`src/rtl/pipe_stage_elastic_pkg.sv`:
```
// Shared types for the elastic pipeline stage and the CPU stage payloads.
//   stage_state_e : occupancy state of a pipe_stage_elastic instance
//   ifid_t/idex_t/exmem_t/memwb_t : per-stage payloads carried as DATA_W-wide data
//   NOP_INSTR     : instruction encoding used as the bubble value in the CPU
package pipe_stage_elastic_pkg;

  // addi x0, x0, 0
  localparam logic [31:0] NOP_INSTR = 32'h0000_0013;

  typedef enum logic [1:0] {
    StEmpty = 2'd0,
    StOne   = 2'd1,
    StFull  = 2'd2
  } stage_state_e;

  typedef struct packed {
    logic [31:0] pc;
    logic [31:0] instr;
  } ifid_t;

  typedef struct packed {
    logic [31:0] pc;
    logic [31:0] rs1_val;
    logic [31:0] rs2_val;
    logic [31:0] imm;
    logic [4:0]  rd;
    logic [3:0]  alu_op;
    logic        mem_rd;
    logic        mem_wr;
    logic        reg_wr;
  } idex_t;

  typedef struct packed {
    logic [31:0] alu_res;
    logic [31:0] store_val;
    logic [4:0]  rd;
    logic        mem_rd;
    logic        mem_wr;
    logic        reg_wr;
  } exmem_t;

  typedef struct packed {
    logic [31:0] wb_val;
    logic [4:0]  rd;
    logic        reg_wr;
  } memwb_t;

endpackage

```
`src/rtl/pipe_stage_elastic_if.sv`:
```
// Valid/ready/data handshake bundle.
//   master : drives valid and data, observes ready
//   slave  : observes valid and data, drives ready
interface pipe_stage_elastic_if #(
  parameter int unsigned DATA_W = 32
);
  logic              valid;
  logic              ready;
  logic [DATA_W-1:0] data;

  modport master (output valid, output data, input ready);
  modport slave  (input valid, input data, output ready);
endinterface

```
`src/rtl/pipe_stage_elastic_sat_counter.sv`:
```
// Saturating up-counter.
//   CLK   : clock
//   RST   : synchronous active-high clear
//   inc   : increment request for this cycle
//   count : current value, sticks at all-ones
module sat_counter #(
  parameter int unsigned W = 16
) (
  input  logic         CLK,
  input  logic         RST,
  input  logic         inc,
  output logic [W-1:0] count
);

  logic [W-1:0] count_q;
  logic [W-1:0] count_d;

  always_comb begin
    count_d = count_q;
    if (inc && (count_q != {W{1'b1}})) begin
      count_d = count_q + W'(1);
    end
  end

  always_ff @(posedge CLK) begin
    if (RST) begin
      count_q <= '0;
    end else begin
      count_q <= count_d;
    end
  end

  assign count = count_q;

endmodule

```
`src/rtl/pipe_stage_elastic.sv`:
```
// Generic elastic pipeline stage: a main entry plus a skid entry so that
// in_ready depends only on registered state (and RST), never on out_ready.
//   CLK, RST     : clock, synchronous active-high reset
//   flush        : squash all held entries this cycle
//   in_if        : upstream handshake (slave side)
//   out_if       : downstream handshake (master side), data = BUBBLE when empty
//   occupancy    : number of held entries, 0..2
//   stall_count  : saturating count of cycles with out_valid && !out_ready
module pipe_stage_elastic
  import pipe_stage_elastic_pkg::*;
#(
  parameter int unsigned          DATA_W = 32,
  parameter logic [DATA_W-1:0]    BUBBLE = '0,
  parameter int unsigned          CNT_W  = 16
) (
  input  logic                 CLK,
  input  logic                 RST,
  input  logic                 flush,
  pipe_stage_elastic_if.slave  in_if,
  pipe_stage_elastic_if.master out_if,
  output logic [1:0]           occupancy,
  output logic [CNT_W-1:0]     stall_count
);

  stage_state_e      state_q, state_d;
  logic [DATA_W-1:0] m_data_q, m_data_d;
  logic [DATA_W-1:0] s_data_q, s_data_d;

  logic m_valid;
  logic s_valid;
  logic accept;
  logic consume;

  assign m_valid = (state_q == StOne) || (state_q == StFull);
  assign s_valid = (state_q == StFull);

  assign in_if.ready  = !s_valid && !RST;
  assign out_if.valid = m_valid;
  assign out_if.data  = m_valid ? m_data_q : BUBBLE;
  assign occupancy    = {1'b0, m_valid} + {1'b0, s_valid};

  assign accept  = in_if.valid && in_if.ready;
  assign consume = out_if.valid && out_if.ready;

  always_comb begin
    state_d  = state_q;
    m_data_d = m_data_q;
    s_data_d = s_data_q;
    unique case (state_q)
      StEmpty: begin
        if (accept) begin
          m_data_d = in_if.data;
          state_d  = StOne;
        end
      end
      StOne: begin
        if (accept && consume) begin
          m_data_d = in_if.data;
        end else if (accept) begin
          s_data_d = in_if.data;
          state_d  = StFull;
        end else if (consume) begin
          m_data_d = BUBBLE;
          state_d  = StEmpty;
        end
      end
      StFull: begin
        // in_ready is low here, so only a consume can move us
        if (consume) begin
          m_data_d = s_data_q;
          s_data_d = BUBBLE;
          state_d  = StOne;
        end
      end
      default: begin
        m_data_d = BUBBLE;
        s_data_d = BUBBLE;
        state_d  = StEmpty;
      end
    endcase
    // Flush beats any accept in the same cycle; a consume has already happened downstream
    if (flush) begin
      m_data_d = BUBBLE;
      s_data_d = BUBBLE;
      state_d  = StEmpty;
    end
  end

  always_ff @(posedge CLK) begin
    if (RST) begin
      state_q  <= StEmpty;
      m_data_q <= BUBBLE;
      s_data_q <= BUBBLE;
    end else begin
      state_q  <= state_d;
      m_data_q <= m_data_d;
      s_data_q <= s_data_d;
    end
  end

  sat_counter #(
    .W (CNT_W)
  ) u_stall_cnt (
    .CLK   (CLK),
    .RST   (RST),
    .inc   (m_valid && !out_if.ready),
    .count (stall_count)
  );

endmodule
```
`src/flat_wrapper.sv`:
```
// flat-port wrapper written by rule: the top's interface ports become plain ports
module pipe_stage_elastic_flat import pipe_stage_elastic_pkg::*;
#(
  parameter int unsigned          DATA_W = 32,
  parameter logic [DATA_W-1:0]    BUBBLE = '0,
  parameter int unsigned          CNT_W  = 16
)
  (CLK, RST, flush, occupancy, stall_count, in_if_valid, in_if_data, in_if_ready, out_if_valid, out_if_data, out_if_ready);
  pipe_stage_elastic_if #(.DATA_W(DATA_W)) in_if_i ();
  pipe_stage_elastic_if #(.DATA_W(DATA_W)) out_if_i ();
  input  logic CLK;
  input  logic RST;
  input  logic flush;
  output logic [1:0] occupancy;
  output logic [CNT_W-1:0] stall_count;
  input wire logic [$bits(in_if_i.valid)-1:0] in_if_valid;
  input wire logic [$bits(in_if_i.data)-1:0] in_if_data;
  output wire logic [$bits(in_if_i.ready)-1:0] in_if_ready;
  output wire logic [$bits(out_if_i.valid)-1:0] out_if_valid;
  output wire logic [$bits(out_if_i.data)-1:0] out_if_data;
  input wire logic [$bits(out_if_i.ready)-1:0] out_if_ready;
  assign in_if_i.valid = in_if_valid;
  assign in_if_i.data = in_if_data;
  assign in_if_ready = in_if_i.ready;
  assign out_if_valid = out_if_i.valid;
  assign out_if_data = out_if_i.data;
  assign out_if_i.ready = out_if_ready;
  pipe_stage_elastic #(.DATA_W(DATA_W), .BUBBLE(BUBBLE), .CNT_W(CNT_W)) u_core (.CLK(CLK), .RST(RST), .flush(flush), .in_if(in_if_i), .out_if(out_if_i), .occupancy(occupancy), .stall_count(stall_count));
endmodule
```
`config.mk`:
```
export PLATFORM = sky130hd
export DESIGN_NAME = pipe_stage_elastic_flat
export DESIGN_NICKNAME = d
export VERILOG_FILES = /design/src/rtl/pipe_stage_elastic_pkg.sv /design/src/rtl/pipe_stage_elastic_if.sv /design/src/rtl/pipe_stage_elastic_sat_counter.sv /design/src/rtl/pipe_stage_elastic.sv /design/src/flat_wrapper.sv
export SDC_FILE = /design/constraint.sdc
export NUM_CORES = 1
export LEC_CHECK = 0
export ABC_CLOCK_PERIOD_IN_PS = 2800
export BUFFER_PORTS_ARGS = -buffer_cell sky130_fd_sc_hd__buf_2
export CAP_MARGIN = 20
export CORE_ASPECT_RATIO = 0.6
export CORE_MARGIN = 2
export CORE_UTILIZATION = 55
export CTS_BUF_LIST = sky130_fd_sc_hd__clkbuf_8
export DETAILED_ROUTE_END_ITERATION = 10
export GPL_TIMING_DRIVEN = 1
export PLACE_DENSITY = 0.85
export SYNTH_ARGS = -nofsm -noshare
export SYNTH_HDL_FRONTEND = slang
export SYNTH_HIERARCHICAL = 1
export SYNTH_SLANG_ARGS = --single-unit
```
`constraint.sdc`:
```
create_clock -name CLK -period 2.8 [get_ports CLK]
set_input_delay 0.56 -clock CLK [delete_from_list [all_inputs] [get_ports CLK]]
set_output_delay 0.56 -clock CLK [all_outputs]
set_load 0.01 [all_outputs]
```
# Yosys cells after proc, flatten, opt, wreduce, memory -nomap -nowiden
# Cells that the tools add are included.
dict set report op_classes {
  n_addsub 2
  eq_ne 10
  muxes 15
  bitwise 1
  n_reduce_logical 15
}
# operator count
set ops {}
lappend ops {{$mux W32} 7}
lappend ops {{$pmux W32 S3} 2}
lappend ops {{$add A16 B1 Y16 const B} 1}
lappend ops {{$ne A16 B16 Y1 const B} 1}
lappend ops {{$reduce_and A4 Y1} 3}
lappend ops {{$mux W2} 5}
lappend ops {{$logic_and A1 B1 Y1} 6}
lappend ops {{$pmux W2 S3} 1}
lappend ops {{$ne A2 B1 Y1 const B} 2}
lappend ops {{$ne A2 B2 Y1 const B} 2}
lappend ops {{$logic_not A1 Y1} 3}
lappend ops {{$ne A3 B1 Y1 const B} 1}
lappend ops {{$ne A3 B2 Y1 const B} 1}
lappend ops {{$ne A3 B3 Y1 const B} 1}
lappend ops {{$add A1 B1 Y2} 1}
lappend ops {{$eq A2 B1 Y1 const B} 1}
lappend ops {{$eq A2 B2 Y1 const B} 1}
lappend ops {{$logic_not A2 Y1} 1}
lappend ops {{$reduce_or A2 Y1} 1}
lappend ops {{$logic_or A1 B1 Y1} 1}
lappend ops {{$not A1 Y1} 1}
dict set report totals {
  register_bits 82
  in_bits 37
}

# Logic depth before layout (Yosys ltp)
dict set report depth {
  word_depth 7
  ltp_mapped 9
  ltp_nobuf 7
}

# By module
# Netlist, hierarchy kept.
# module instances cells_each area_per_inst_um2
set modules_own_cells {}
lappend modules_own_cells {pipe_stage_elastic 1 445 3762.4}
lappend modules_own_cells {sat_counter 1 99 848.3}

# Least setup slack after synthesis
# No wires, ideal clock.
dict set report synth_timing {
  path_type {register -> register}
  startpoint {register u_core.state_q[1]}
  endpoint {register u_core.u_stall_cnt.count_q[7] (netlist: u_core/u_stall_cnt/count[7])}
  setup_ns 0.070
  arrival_ns 2.591
  t_required_ns 2.730
  setup_slack_ns 0.139
  stages_incl_launch_ff 10
  cell_sequence {dfxtp_1 inv_1 ha_1 clkbuf_1 clkbuf_1 nor2b_1 nand2_1 clkbuf_1 or4_1 a21oi_1}
}
dict set report synth_via {
  elab_chain_cells 4
  word_cells_on_any_way 5
  classes_between {2 x eq/ne; 3 x reduce/logical}
}
# item line_no
set synth_rtl {}
lappend synth_rtl {{from (decl)} pipe_stage_elastic.sv:25} ;# stage_state_e state_q, state_d;
lappend synth_rtl {{from (signal assigned)} pipe_stage_elastic.sv:91} ;# state_q <= StEmpty;
lappend synth_rtl {{from (signal assigned)} pipe_stage_elastic.sv:95} ;# state_q <= state_d;
lappend synth_rtl {{$eq A2 B1 Y1 or $eq A2 B2 Y1 (tied branches)} pipe_stage_elastic.sv:34} ;# assign m_valid = (state_q == StOne) || (state_q == StFull);
lappend synth_rtl {{$logic_or A1 B1 Y1 *} pipe_stage_elastic.sv:34}
lappend synth_rtl {{net out_if_valid} flat_wrapper.sv:19} ;# output wire logic [$bits(out_if_i.valid)-1:0] out_if_valid;
lappend synth_rtl {{$logic_and A1 B1 Y1 *} pipe_stage_elastic.sv:106} ;# .inc (m_valid && !out_if.ready),
lappend synth_rtl {{$logic_and A1 B1 Y1 *} pipe_stage_elastic_sat_counter.sv:20} ;# if (inc && (count_q != {W{1'b1}})) begin
lappend synth_rtl {{to (signal assigned)} pipe_stage_elastic_sat_counter.sv:29} ;# count_q <= count_d;
lappend synth_rtl {{to (decl)} pipe_stage_elastic_sat_counter.sv:15} ;# logic [W-1:0] count_q;
# Mark *: on every way through the listed nets, which the timed path passes. The rest lies on a longest branch.
# A chain may end at the register's enable or synchronous reset.

# Final worst setup path
dict set report layout_timing {
  startpoint {register u_core.state_q[1]}
  endpoint {output out_if_data[1]}
}
dict set report layout_via {
  elab_chain_cells 3
  word_cells_on_any_way 4
  classes_between {2 x eq/ne; 1 x mux; 1 x reduce/logical}
}
# item line_no
set layout_rtl {}
lappend layout_rtl {{$eq A2 B1 Y1 or $eq A2 B2 Y1 (tied branches)} pipe_stage_elastic.sv:34}
lappend layout_rtl {{$logic_or A1 B1 Y1 *} pipe_stage_elastic.sv:34}
lappend layout_rtl {{$mux W32 *} pipe_stage_elastic.sv:39} ;# assign out_if.data = m_valid ? m_data_q : BUBBLE;
lappend layout_rtl {{to (decl)} flat_wrapper.sv:20} ;# output wire logic [$bits(out_if_i.data)-1:0] out_if_data;
# Mark *: on every way between the ends. The rest lies on a longest branch, timed or not.

==> impl_results.md <==
- Status: completed
- Post-synth top flop: dfxtp_1
- IO Pins: 89
- Final nets: 646
- CP delay by family, top: buffers and inverters
- Post-DP HPWL: 8.54 mm
- Fillers: 665
- EDFF count, synth: 0
- F_max: 0.390 GHz
- Final worst path period share: 91.7%
- CP Data Arrival Time: 2.01 ns
- Synth Area per Inst: 8.48 µm²
- Largest net degree at the start of global routing: 47
- Min Tclk post-route: 2.57 ns
- WP buf/inv: 3
- Hold WS: 0.480 ns
- Clock transition at path regs: 0.08 ns
- Internal power: 1.67 mW
- Worst slew pin tran: 1.08 ns
- Fin. max-slew vios: 0
- Leak: 1.92 nW
- Clock latency on the worst-skew pair: 0.37 ns
- Hold Violations, Final: 0
- Ratio of cells with drive above 1 in the final layout: 32.2%
- First-pass GRT wire length: 21.2 mm
- Vias in the first global route: 4317
- Switching Fraction: 30.0%
- # rows: 25
- Clock Sinks: 82
- HP Class: flip-flop to flip-flop
- Routed length per instance: 18.8 µm
- Initial antenna violation count: 0
- GP Congestion: 0.925
- Vias/cell: 6.67
- Total track usage: 29.6%
- Critical path capture point type: output pin
- Synth unique cells: 45
- Gr ovfl total: 0
- Worst setup SP type: flip-flop
- Share of power burned in registers: 50.2%
- Ant diodes: 0
- I/O Buffers: 88
- Ys Warns: 6
- Detail Route Antenna Nets: 0
- Drt total wl: 13.4 mm
- Die width: 122 µm
- Pwr Total: 2.38 mW
- First-pass iteration count of the detailed router: 6
- MaxCap Viol Count: 0
- Setup tns final: 0 ns
- Layout area overhead: 14.1%
- Clock Skew: 0.00893 ns
- WS Path Type: flip-flop to output pin
- Synthesized instance count: 544
- Dpl cell area: 5070 µm²
- Die Ht: 74.9 µm
- Final instance area: 5260 µm²
- Post-cts resize count: 0
- Crit-path slowest cell: dfxtp_1
- Die footprint: 9160 µm²
- Initial Utilization: 57.6%
- Core Box Area: 8010 µm²
- Worst path cell trace: inv_1 -> ha_2 -> buf_4 -> and2_1 -> buf_2
- Synthesized cell area: 4610 µm²
- Crit-path max FO: 28
- Clock power frac: 33.0%
- Final setup violation count: 0
- Crit-path max cell delay: 0.43 ns
- RSZ-0062 raised after global routing: no
- Hold buffer count at cts: 0
- H-tree depth: 3
- Place WS: 0.337 ns
- PnR worst setup slack: 0.233 ns
- Synthesized net count: 588
- CTS tree: yes
- VDD IR max: 0.249 mV
- Worst path required time: 2.24 ns
- Slew HR: 27.8%
- Root Buffer Master: clkbuf_8
- TritonCTS Buffers: 9
- NetSw: 714 µW
- First DRT Iteration DRCs: 668
- #FFs+latches synth: 82
- Number of setup buffers added after CTS: 0
- Synth async-reset ratio: 0%
- Vias: 4760
- PD cells: 452 nW/µm²
- DRC: 0
- Logic pwr share: 16.8%
- Sequential share of the synthesized area: 35.6%
- CTS max path bufs: 2
-- cells in the final DEF, fill, tap and decap left out, types with 2 or more instances in the layout --
| cell type | n |
|---|---|
| a21oi_1 | 43 |
| a22oi_1 | 34 |
| a22oi_2 | 30 |
| and2_1 | 33 |
| and3_1 | 2 |
| and4_1 | 3 |
| buf_2 | 88 |
| buf_4 | 17 |
| clkbuf_8 | 11 |
| dfxtp_1 | 82 |
| ha_1 | 5 |
| ha_2 | 2 |
| inv_1 | 7 |
| mux2_2 | 2 |
| mux2i_1 | 2 |
| nand2_1 | 7 |
| nand2b_1 | 2 |
| nand3_1 | 7 |
| nand4_1 | 67 |
| nor2_1 | 12 |
| nor2_2 | 30 |
| nor2b_1 | 4 |
| nor3_1 | 6 |
| nor4_1 | 2 |
| o21a_1 | 2 |
| o21ai_0 | 68 |
| o31ai_1 | 6 |
| or3_1 | 3 |
| or4_1 | 7 |
| xnor2_1 | 2 |
-- metal layers --
| layer | part of all wire [%] | up-vias | global-route usage (%) |
|---|---|---|---|
| li1 | - | 2166 | - |
| met1 | 42 | 2251 | 39.5 |
| met2 | 45 | 309 | 45.8 |
| met3 | 11 | 34 | 8.94 |
| met4 | 2.0 | 0 | 11.1 |
| met5 | 0 | - | 0 |
-- power groups by stage --
stage / clock, mW / combinational, mW / sequential, mW
2_1_floorplan: 0 / 0.273 / 1.22
3_3_place_gp: 0 / 0.371 / 1.22
3_5_place_dp: 0 / 0.383 / 1.22
4_1_cts: 0.792 / 0.386 / 1.20
5_1_grt: 0.844 / 0.428 / 1.20
6_report: 0.785 / 0.400 / 1.20
-- per-stage QoR --
step / util, % / cells
finish: 65.7 / 714
global route: 65.7 / 714
CTS: 65.5 / 713
detailed placement: 63.4 / 698
global placement: 63.4 / 698
floorplan: - / 544
-- layout make-up --
class	instances	area (µm²)	share of cell area, %
clock buffers	11	151	2.88
inverters	5	18.8	0.357
flip-flops and latches	82	1640	31.2
repair buffers	107	603	11.5
clock inverters	4	20.0	0.380
well taps	108	135	2.57
multi-input cells	397	2690	51.2
-- cells in the mapped netlist, drive strengths merged (2+ instances only) --
cell type / n / area, µm²
nor2: 42 / 233
buf: 16 / 106
nor4: 3 / 33.8
a22oi: 64 / 631
dfxtp: 82 / 1640
or3: 3 / 18.8
and4: 3 / 26.3
nor3: 6 / 30.0
and2: 33 / 206
o31ai: 6 / 45.0
or4: 7 / 52.6
o21a: 2 / 15.0
xnor2: 2 / 17.5
clkbuf: 44 / 165
nand2: 8 / 32.5
and3: 2 / 12.5
mux2: 2 / 22.5
nand2b: 2 / 12.5
nor2b: 5 / 31.3
inv: 5 / 18.8
a21oi: 43 / 215
mux2i: 2 / 20.0
nand3: 7 / 35.0
ha: 7 / 87.6
o21ai: 69 / 345
nand4: 68 / 440
-- worst paths after layout --
path	start	end	slack, ns	cells after the start
worst max-delay path	u_core/state_q[1]$_SDFFE_PP0P_	out_if_data[1]	0.23	5
worst min-delay path	u_core/s_data_q[19]$_SDFFE_PP0P_	u_core/s_data_q[19]$_SDFFE_PP0P_	0.48	2
worst max register to register	u_core/state_q[1]$_SDFFE_PP0P_	u_core/s_data_q[25]$_SDFFE_PP0P_	0.25	6
worst min register to register	u_core/s_data_q[19]$_SDFFE_PP0P_	u_core/s_data_q[19]$_SDFFE_PP0P_	0.48	2
-- flip-flops by register name (all words and copies together), names as in the netlist --
name and cells:
u_core/m_data_q 32, u_core/state_q 2, u_core/s_data_q 32, u_core/u_stall_cnt/count 16
-- tightest hold or removal path: cells and delay by family, from the launching register on --
family | cells | cell delay [ns]
flip-flops | 1 | 0.31
AO/OA/AOI/OAI | 2 | 0.13
-- cells by family after synthesis --
| logic type | after synthesis | synth area share [%] |
|---|---|---|
| simple gates | 193 | 26.0 |
| compound gates | 191 | 28.9 |
| flops | 82 | 35.6 |
| buf+inv | 65 | 6.30 |
| fa+ha+maj | 7 | 1.90 |
| mux | 4 | 0.923 |
| xor+xnor | 2 | 0.380 |
(Power assumes the default switching activity.)
